**src/rtl/ws2812_multi_ctrl.sv**
```systemverilog
// ----------------------------------------------------------------------------
// ws2812_multi_ctrl
//   Multi-channel WS2812 LED string controller with an Avalon-MM slave port.
//   CH_NUM strings are driven in lock-step from a per-channel colour RAM.
//   Frame length, auto-refresh, sticky DONE and auto-incrementing DATA writes
//   are software controlled through a small register file.
//
// Ports
//   s_clk, s_reset_n      system clock, asynchronous active-low reset
//   s_address[2:0]        register word address
//   s_write_en/_data      write strobe and 32-bit write data
//   s_read_en/_data       read strobe and registered read data (1-cycle latency)
//   exp_dout[CH_NUM-1:0]  serial WS2812 data, bit c drives string c
//   irq                   level interrupt, DONE & IRQ_EN
//
// Register map
//   0 CTRL   : [0] START (pulse, reads 0), [1] AUTO, [2] IRQ_EN
//   1 STATUS : [0] BUSY (RO), [1] DONE (sticky, write 1 clears)
//   2 ADDR   : [ADDR_BIT-1:0] LED index, [18:16] channel
//   3 DATA   : write GRB[23:0] to RAM[ch][idx], idx auto-increments; reads ADDR
//   4 COUNT  : LEDs per frame, 0 or > LED_NUM means LED_NUM
// ----------------------------------------------------------------------------
module ws2812_multi_ctrl #(
  parameter int LED_NUM = 32,
  parameter int CH_NUM  = 2,
  parameter int BIT_CYC = 63,
  parameter int T0H_CYC = 20,
  parameter int T1H_CYC = 40,
  parameter int RST_CYC = 2500
) (
  input  logic              s_clk,
  input  logic              s_reset_n,
  input  logic [2:0]        s_address,
  input  logic              s_write_en,
  input  logic [31:0]       s_write_data,
  input  logic              s_read_en,
  output logic [31:0]       s_read_data,
  output logic [CH_NUM-1:0] exp_dout,
  output logic              irq
);

  localparam int ADDR_BIT = (LED_NUM > 1) ? $clog2(LED_NUM) : 1;
  localparam int CH_BIT   = (CH_NUM > 1) ? $clog2(CH_NUM) : 1;
  localparam int CYC_MAX  = (BIT_CYC > RST_CYC) ? BIT_CYC : RST_CYC;
  localparam int CYC_W    = $clog2(CYC_MAX + 1);

  localparam logic [ADDR_BIT:0]   LED_NUM_L = (ADDR_BIT + 1)'(LED_NUM);
  localparam logic [15:0]         LED_NUM_C = 16'(LED_NUM);
  localparam logic [3:0]          CH_NUM_L  = 4'(CH_NUM);
  localparam logic [ADDR_BIT-1:0] IDX_LAST  = ADDR_BIT'(LED_NUM - 1);
  localparam logic [CYC_W-1:0]    BIT_LAST  = CYC_W'(BIT_CYC - 1);
  localparam logic [CYC_W-1:0]    RST_LAST  = CYC_W'(RST_CYC - 1);
  localparam logic [CYC_W-1:0]    T0H_L     = CYC_W'(T0H_CYC);
  localparam logic [CYC_W-1:0]    T1H_L     = CYC_W'(T1H_CYC);

  typedef enum logic [1:0] {
    ST_IDLE  = 2'd0,
    ST_LOAD  = 2'd1,
    ST_BIT   = 2'd2,
    ST_LATCH = 2'd3
  } state_t;

  // Register file
  logic                         auto_q, auto_d;
  logic                         irq_en_q, irq_en_d;
  logic                         done_q, done_d;
  logic [ADDR_BIT-1:0]          idx_q, idx_d;
  logic [2:0]                   ch_q, ch_d;
  // Held wider than the LED field so out-of-range values are seen as such
  // instead of aliasing onto a small count.
  logic [15:0]                  count_q, count_d;

  // Frame engine
  state_t                       state_q, state_d;
  logic [ADDR_BIT-1:0]          led_q, led_d;
  logic [4:0]                   bit_q, bit_d;
  logic [CYC_W-1:0]             cyc_q, cyc_d;
  logic [ADDR_BIT:0]            frame_cnt_q, frame_cnt_d;
  logic [CH_NUM-1:0][23:0]      shift_q, shift_d;

  // Registered outputs
  logic [CH_NUM-1:0]            dout_q, dout_d;
  logic [31:0]                  rdata_q, rdata_d;
  logic                         irq_q, irq_d;

  logic [23:0]                  ram_q [CH_NUM][LED_NUM];

  logic                         wr_ctrl_s, wr_status_s, wr_addr_s, wr_data_s, wr_count_s;
  logic                         start_ok_s, ram_we_s, busy_s, done_set_s, last_led_s;
  logic [ADDR_BIT:0]            eff_count_s;
  logic [31:0]                  rd_mux_s, addr_reg_s;
  logic                         unused_s;

  assign wr_ctrl_s   = s_write_en && (s_address == 3'd0);
  assign wr_status_s = s_write_en && (s_address == 3'd1);
  assign wr_addr_s   = s_write_en && (s_address == 3'd2);
  assign wr_data_s   = s_write_en && (s_address == 3'd3);
  assign wr_count_s  = s_write_en && (s_address == 3'd4);

  assign busy_s     = (state_q != ST_IDLE);
  // START is only honoured while idle; a START during a frame is dropped.
  assign start_ok_s = wr_ctrl_s && s_write_data[0] && !busy_s;
  // Writes to a non-existent channel (or index) are dropped, the index still advances.
  assign ram_we_s   = wr_data_s && ({1'b0, ch_q} < CH_NUM_L) && ({1'b0, idx_q} < LED_NUM_L);

  assign eff_count_s = ((count_q == 16'd0) || (count_q > LED_NUM_C)) ? LED_NUM_L
                                                                      : count_q[ADDR_BIT:0];
  assign last_led_s  = ({1'b0, led_q} == (frame_cnt_q - {{ADDR_BIT{1'b0}}, 1'b1}));

  assign unused_s = ^s_write_data[31:24];

  // Colour RAM write port; contents are not reset.
  always_ff @(posedge s_clk) begin
    if (ram_we_s) begin
      ram_q[ch_q[CH_BIT-1:0]][idx_q] <= s_write_data[23:0];
    end
  end

  // Register-file next state: control bits, address pointer, count, sticky DONE, irq.
  always_comb begin
    auto_d   = auto_q;
    irq_en_d = irq_en_q;
    idx_d    = idx_q;
    ch_d     = ch_q;
    count_d  = count_q;
    done_d   = done_q;

    if (wr_ctrl_s) begin
      auto_d   = s_write_data[1];
      irq_en_d = s_write_data[2];
    end else begin
      auto_d   = auto_q;
      irq_en_d = irq_en_q;
    end

    if (wr_addr_s) begin
      idx_d = s_write_data[ADDR_BIT-1:0];
      ch_d  = s_write_data[18:16];
    end else if (wr_data_s) begin
      idx_d = (idx_q >= IDX_LAST) ? {ADDR_BIT{1'b0}} : idx_q + {{(ADDR_BIT-1){1'b0}}, 1'b1};
      ch_d  = ch_q;
    end else begin
      idx_d = idx_q;
      ch_d  = ch_q;
    end

    if (wr_count_s) begin
      count_d = s_write_data[15:0];
    end else begin
      count_d = count_q;
    end

    // Frame-end set has priority over a software clear in the same cycle.
    if (done_set_s) begin
      done_d = 1'b1;
    end else if (start_ok_s) begin
      done_d = 1'b0;
    end else if (wr_status_s && s_write_data[1]) begin
      done_d = 1'b0;
    end else begin
      done_d = done_q;
    end

    irq_d = done_d & irq_en_d;
  end

  // Read mux and read-data hold.
  always_comb begin
    rd_mux_s   = 32'd0;
    addr_reg_s = 32'd0;
    addr_reg_s[18:16]        = ch_q;
    addr_reg_s[ADDR_BIT-1:0] = idx_q;
    case (s_address)
      3'd0:    rd_mux_s = {29'd0, irq_en_q, auto_q, 1'b0};
      3'd1:    rd_mux_s = {30'd0, done_q, busy_s};
      3'd2:    rd_mux_s = addr_reg_s;
      3'd3:    rd_mux_s = addr_reg_s;
      3'd4:    rd_mux_s = {16'd0, count_q};
      default: rd_mux_s = 32'd0;
    endcase
    if (s_read_en) begin
      rdata_d = rd_mux_s;
    end else begin
      rdata_d = rdata_q;
    end
  end

  // Frame FSM next state plus serial output generation.
  always_comb begin
    state_d     = state_q;
    led_d       = led_q;
    bit_d       = bit_q;
    cyc_d       = cyc_q;
    frame_cnt_d = frame_cnt_q;
    shift_d     = shift_q;
    done_set_s  = 1'b0;
    dout_d      = {CH_NUM{1'b0}};

    case (state_q)
      ST_IDLE: begin
        if (start_ok_s) begin
          state_d     = ST_LOAD;
          led_d       = {ADDR_BIT{1'b0}};
          frame_cnt_d = eff_count_s;
        end else begin
          state_d = ST_IDLE;
        end
      end
      ST_LOAD: begin
        // The RAM read is captured straight into the shifters, so a DATA
        // write to this LED in this cycle misses the current frame.
        for (int c = 0; c < CH_NUM; c++) begin
          shift_d[c] = ram_q[CH_BIT'(c)][led_q];
        end
        bit_d   = 5'd23;
        cyc_d   = {CYC_W{1'b0}};
        state_d = ST_BIT;
      end
      ST_BIT: begin
        if (cyc_q == BIT_LAST) begin
          cyc_d = {CYC_W{1'b0}};
          for (int c = 0; c < CH_NUM; c++) begin
            shift_d[c] = {shift_q[c][22:0], 1'b0};
          end
          if (bit_q == 5'd0) begin
            if (last_led_s) begin
              state_d = ST_LATCH;
            end else begin
              led_d   = led_q + {{(ADDR_BIT-1){1'b0}}, 1'b1};
              state_d = ST_LOAD;
            end
          end else begin
            bit_d = bit_q - 5'd1;
          end
        end else begin
          cyc_d = cyc_q + {{(CYC_W-1){1'b0}}, 1'b1};
        end
      end
      ST_LATCH: begin
        if (cyc_q == RST_LAST) begin
          cyc_d      = {CYC_W{1'b0}};
          done_set_s = 1'b1;
          if (auto_q) begin
            state_d     = ST_LOAD;
            led_d       = {ADDR_BIT{1'b0}};
            frame_cnt_d = eff_count_s;
          end else begin
            state_d = ST_IDLE;
          end
        end else begin
          cyc_d = cyc_q + {{(CYC_W-1){1'b0}}, 1'b1};
        end
      end
      default: begin
        state_d = ST_IDLE;
      end
    endcase

    // Output is derived from next-state values so the registered pin lines
    // up with the state it belongs to (low during LOAD and LATCH).
    for (int c = 0; c < CH_NUM; c++) begin
      dout_d[c] = (state_d == ST_BIT) && (cyc_d < (shift_d[c][23] ? T1H_L : T0H_L));
    end
  end

  // State and output registers with asynchronous reset.
  always_ff @(posedge s_clk or negedge s_reset_n) begin
    if (!s_reset_n) begin
      auto_q      <= 1'b0;
      irq_en_q    <= 1'b0;
      done_q      <= 1'b0;
      idx_q       <= {ADDR_BIT{1'b0}};
      ch_q        <= 3'd0;
      count_q     <= 16'd0;
      state_q     <= ST_IDLE;
      led_q       <= {ADDR_BIT{1'b0}};
      bit_q       <= 5'd0;
      cyc_q       <= {CYC_W{1'b0}};
      frame_cnt_q <= {(ADDR_BIT+1){1'b0}};
      shift_q     <= {(CH_NUM*24){1'b0}};
      dout_q      <= {CH_NUM{1'b0}};
      rdata_q     <= 32'd0;
      irq_q       <= 1'b0;
    end else begin
      auto_q      <= auto_d;
      irq_en_q    <= irq_en_d;
      done_q      <= done_d;
      idx_q       <= idx_d;
      ch_q        <= ch_d;
      count_q     <= count_d;
      state_q     <= state_d;
      led_q       <= led_d;
      bit_q       <= bit_d;
      cyc_q       <= cyc_d;
      frame_cnt_q <= frame_cnt_d;
      shift_q     <= shift_d;
      dout_q      <= dout_d;
      rdata_q     <= rdata_d;
      irq_q       <= irq_d;
    end
  end

  assign s_read_data = rdata_q;
  assign exp_dout    = dout_q;
  assign irq         = irq_q;

endmodule

```
**config.mk**
```make
export PLATFORM = sky130hd
export DESIGN_NAME = ws2812_multi_ctrl
export DESIGN_NICKNAME = d
export VERILOG_FILES = /design/src/rtl/ws2812_multi_ctrl.sv
export SDC_FILE = /design/constraint.sdc
export NUM_CORES = 2
export LEC_CHECK = 0
export CAP_MARGIN = 20
export CELL_PAD_IN_SITES_DETAIL_PLACEMENT = 0
export CELL_PAD_IN_SITES_GLOBAL_PLACEMENT = 2
export CORE_MARGIN = 2
export CORE_UTILIZATION = 38
export CTS_CLUSTER_DIAMETER = 60
export DETAILED_ROUTE_END_ITERATION = 8
export DONT_BUFFER_PORTS = 1
export PLACE_DENSITY = 0.59
export SLEW_MARGIN = 20
export SYNTH_ARGS = -nofsm -noshare
export SYNTH_HDL_FRONTEND = slang
export SYNTH_SLANG_ARGS = --single-unit
```
**constraint.sdc**
```tcl
create_clock -name s_clk -period 5.99 [get_ports s_clk]
set_clock_uncertainty 0.2 [all_clocks]
set_input_delay 0.8985 -clock s_clk [delete_from_list [all_inputs] [get_ports s_clk]]
set_output_delay 0.8985 -clock s_clk [all_outputs]
set_load 0.01 [all_outputs]
```
==> flow_summary_export.csv <==
group,metric,value,unit
placed_design,gp_congestion,0.7656,
synth,synth_top_area_share,71.28,%
floorplan,pin_count,74,
detailed_routing,wl_per_cell,30.89,µm
placed_design,dp_slack,1.230,ns
synth,synth.yosys.seq_area_share,76.19,%
detailed_routing,drc,0,
detailed_routing,top_layer_used,"met5",
critical_path,end_kind,"register",
critical_path,crit_fanout,36,
grt,grt_start_max_net_pins,128,
critical_path,cp_slowest_stage_delay,0.78,ns
synth,yosysMostFrequentCell,"edfxtp_1",
detailed_routing,dr_wl_met3,12270,µm
clock_network,cts_tree,"done",
synth,synth_flop_cell,"edfxtp_1",
sta,slew_headroom,25.56,%
sta,rsz0062_at_grt,"false",
detailed_routing,finalWirelength,170500,µm
job,drv_cap,0,
sta,hold_viol_final,0,
sta,slew_viol_final,0,
cells_and_area,final_core_util,44.27,%
grt,grtUsageTotal,19.73,%
clock_network,post_cts_buffers,0,
pwr,cellPowerDensity,376.2,nW/µm²
floorplan,fp.dieW,416.7,µm
sta,timing.final.crit_share,69.33,%
sta,setup_viol,0,
floorplan,fp-row-count,151,
detailed_routing,met2RoutedLength,82130,µm
synth,netlist_top_cells_area,"edfxtp_1 (71%), mux4_2 (17%), dfrtp_1 (4.9%)",
placed_design,place_hpwl,92030,µm
sta,fin_tns_setup,0,ns
clock_network,cts_hold_buffers,45,
grt,grt_pass1_vias,31682,
clock_network,cts_resized,0,
cells_and_area,area_delta_synth_final,15.81,%
critical_path,crit_slowest_cell,"dfrtp_4",
clock_network,clockRootBuffer,"clkbuf_16",
clock_network,clock_latency,0.82,ns
detailed_routing,routed_via_density,5.571,
run_status,status,"complete, no violations",
cells_and_area,fin_area,74940,µm²
synth,synthArstFlopShare,7.637,%
clock_network,cts_max_path_buffers,3,
floorplan,die_y,416.7,µm
floorplan,start_util,38.22,%
pwr,power_leakage,22.99,nW
synth,synth_edf_count,1536,
cells_and_area,drive_above_1_share,29.68,%
critical_path,crit_required,6.45,ns
grt,antenna_found_initial,19,
sta,fin_crit,4.153,ns
pwr,vdd_drop_max,225.3,µV
detailed_routing,vias,30739,
grt,grt-ovfl-total,0,
synth,netlist_area,64710,µm²
worst_hold_path,min_path_type,"in -> reg",
synth,syn_inst,2976,
synth,synth_area_leader_cell,"edfxtp_1",
critical_path,crit_arrival,4.62,ns
placed_design,placedInstanceArea,68210,µm²
sta,worst_pin_slew,1.114,ns
critical_path,crit_type,"reg -> reg",
sta,fmax,240.8,MHz
clock_network,cts-buffers-inserted,177,
grt,grt_pass1_wl,239500,µm
synth,synth.distinct_cells,57,
synth,avgSynthCellArea,21.74,µm²
floorplan,die-area,173600,µm²
detailed_routing,wl_met1,71930,µm
cells_and_area,fin_nets,3203,
sta,fin_ws,1.837,ns
clock_network,clkSinkCount,1663,
synth,synth_warnings,0,
detailed_routing,drt_pass1_iterations,8,
clock_network,htree_levels,4,
synth,synth_commonest_cells,"edfxtp_1 (1536), mux4_2 (477), nor2_1 (140)",
critical_path,startpoint_type,"register",
detailed_routing,antenna_left,0,
critical_path,cp_cell_sequence,"buf_4 > buf_4 > mux4_2 > mux4_2 > mux2i_1 > o21ai_0",
clock_network,cts.clk_slew.worst_paths,0.06,ns
synth,ys_ff_latch,1663,
detailed_routing,dr.first_iter.drc_count,3337,
pwr,power,28.19,mW
placed_design,port_buffers,0,
floorplan,coreArea,169300,µm²
## metrics by stage
| stage | hold WS [ns] | cells |
|---|---|---|
| floorplan | 0.2497 | 2988 |
| global route | 0.08775 | 5514 |
| finish | 0.1147 | 5518 |
| global placement | 0.2695 | 5124 |
| detailed placement | 0.2894 | 5132 |
| CTS | 0.04425 | 5509 |
## critical path: cells and delay by family, from the launching register on
kind | cells | cell delay (ns)
compound gates | 1 | 0.10
buf+inv | 2 | 1.42
flops | 1 | 0.78
mux | 3 | 1.37
## layout by cell type, fill, tap and decap left out, drive strengths merged, types with 26 or more instances in the layout
cell and count:
a21oi 65, buf 125, clkbuf 234, clkinv 67, dfrtp 127, edfxtp 1536, inv 46, mux2 26
mux2i 49, mux4 477, nand2 90, nand3 28, nor2 140, o21ai 74
## sequential cells by signal, summed over array words and instances (netlist names), 5 cells and up
signal	cells
idx_q	5
count_q	16
shift_q	48
bit_q	5
ram_q	1536
s_read_data	19
frame_cnt_q	6
cyc_q	12
led_q	5
## worst paths after layout
check | cells after the start | slack, ns | startpoint | to
min | 2 | 0.11 | s_write_data[2] | idx_q[2]
max reg2reg | 6 | 1.84 | led_q[0] | shift_q[45]
max | 6 | 1.84 | led_q[0] | shift_q[45]
min reg2reg | 2 | 0.30 | shift_q[24] | shift_q[24]
max in group asynchronous | 2 | 4.41 | s_reset_n | shift_q[3]
min in group asynchronous | 2 | 0.47 | s_reset_n | cyc_q[7]
## metal layers
metal | track usage [%] | vias up
li1 | - | 12735
met1 | 27.02 | 16864
met2 | 31.37 | 899
met3 | 5.134 | 227
met4 | 5.392 | 14
met5 | 0 | -
## cell families (layout without fill, tap and decap cells)
kind of cell	after synthesis	after routing	share of synthesized area, %
AOI/OAI and AO/OA	178	178	1.586
xor gates and xnor gates	19	19	0.2572
adders and majority gates	22	22	0.4254
buffers and inverters	204	511	1.332
DFF	1663	1663	76.19
muxes	552	552	17.81
other	1	18	0.005795
and+or+nand+nor	337	337	2.386
## final cells by class
type                            count  area (µm²)
Sequential cell                  1663       49320
Fill cell                       14277       94350
Tap cell                         2218        2775
Multi-Input combinational cell   1121       15090
Clock inverter                     98       872.1
Inverter                           38       142.6
Clock buffer                      234        4828
Antenna cell                        5       12.51
Timing Repair Buffer              141        1898
## power by group
| group | internal (mW) | switching (mW) | total [mW] | leakage [nW] |
|---|---|---|---|---|
| Combinational | 1.96 | 2.36 | 4.32 | 4.77 |
| Clock | 6.16 | 4.53 | 10.7 | 2.77 |
| Sequential | 12.9 | 0.269 | 13.2 | 15.4 |
Note: power is estimated with default switching activity, not from simulation.
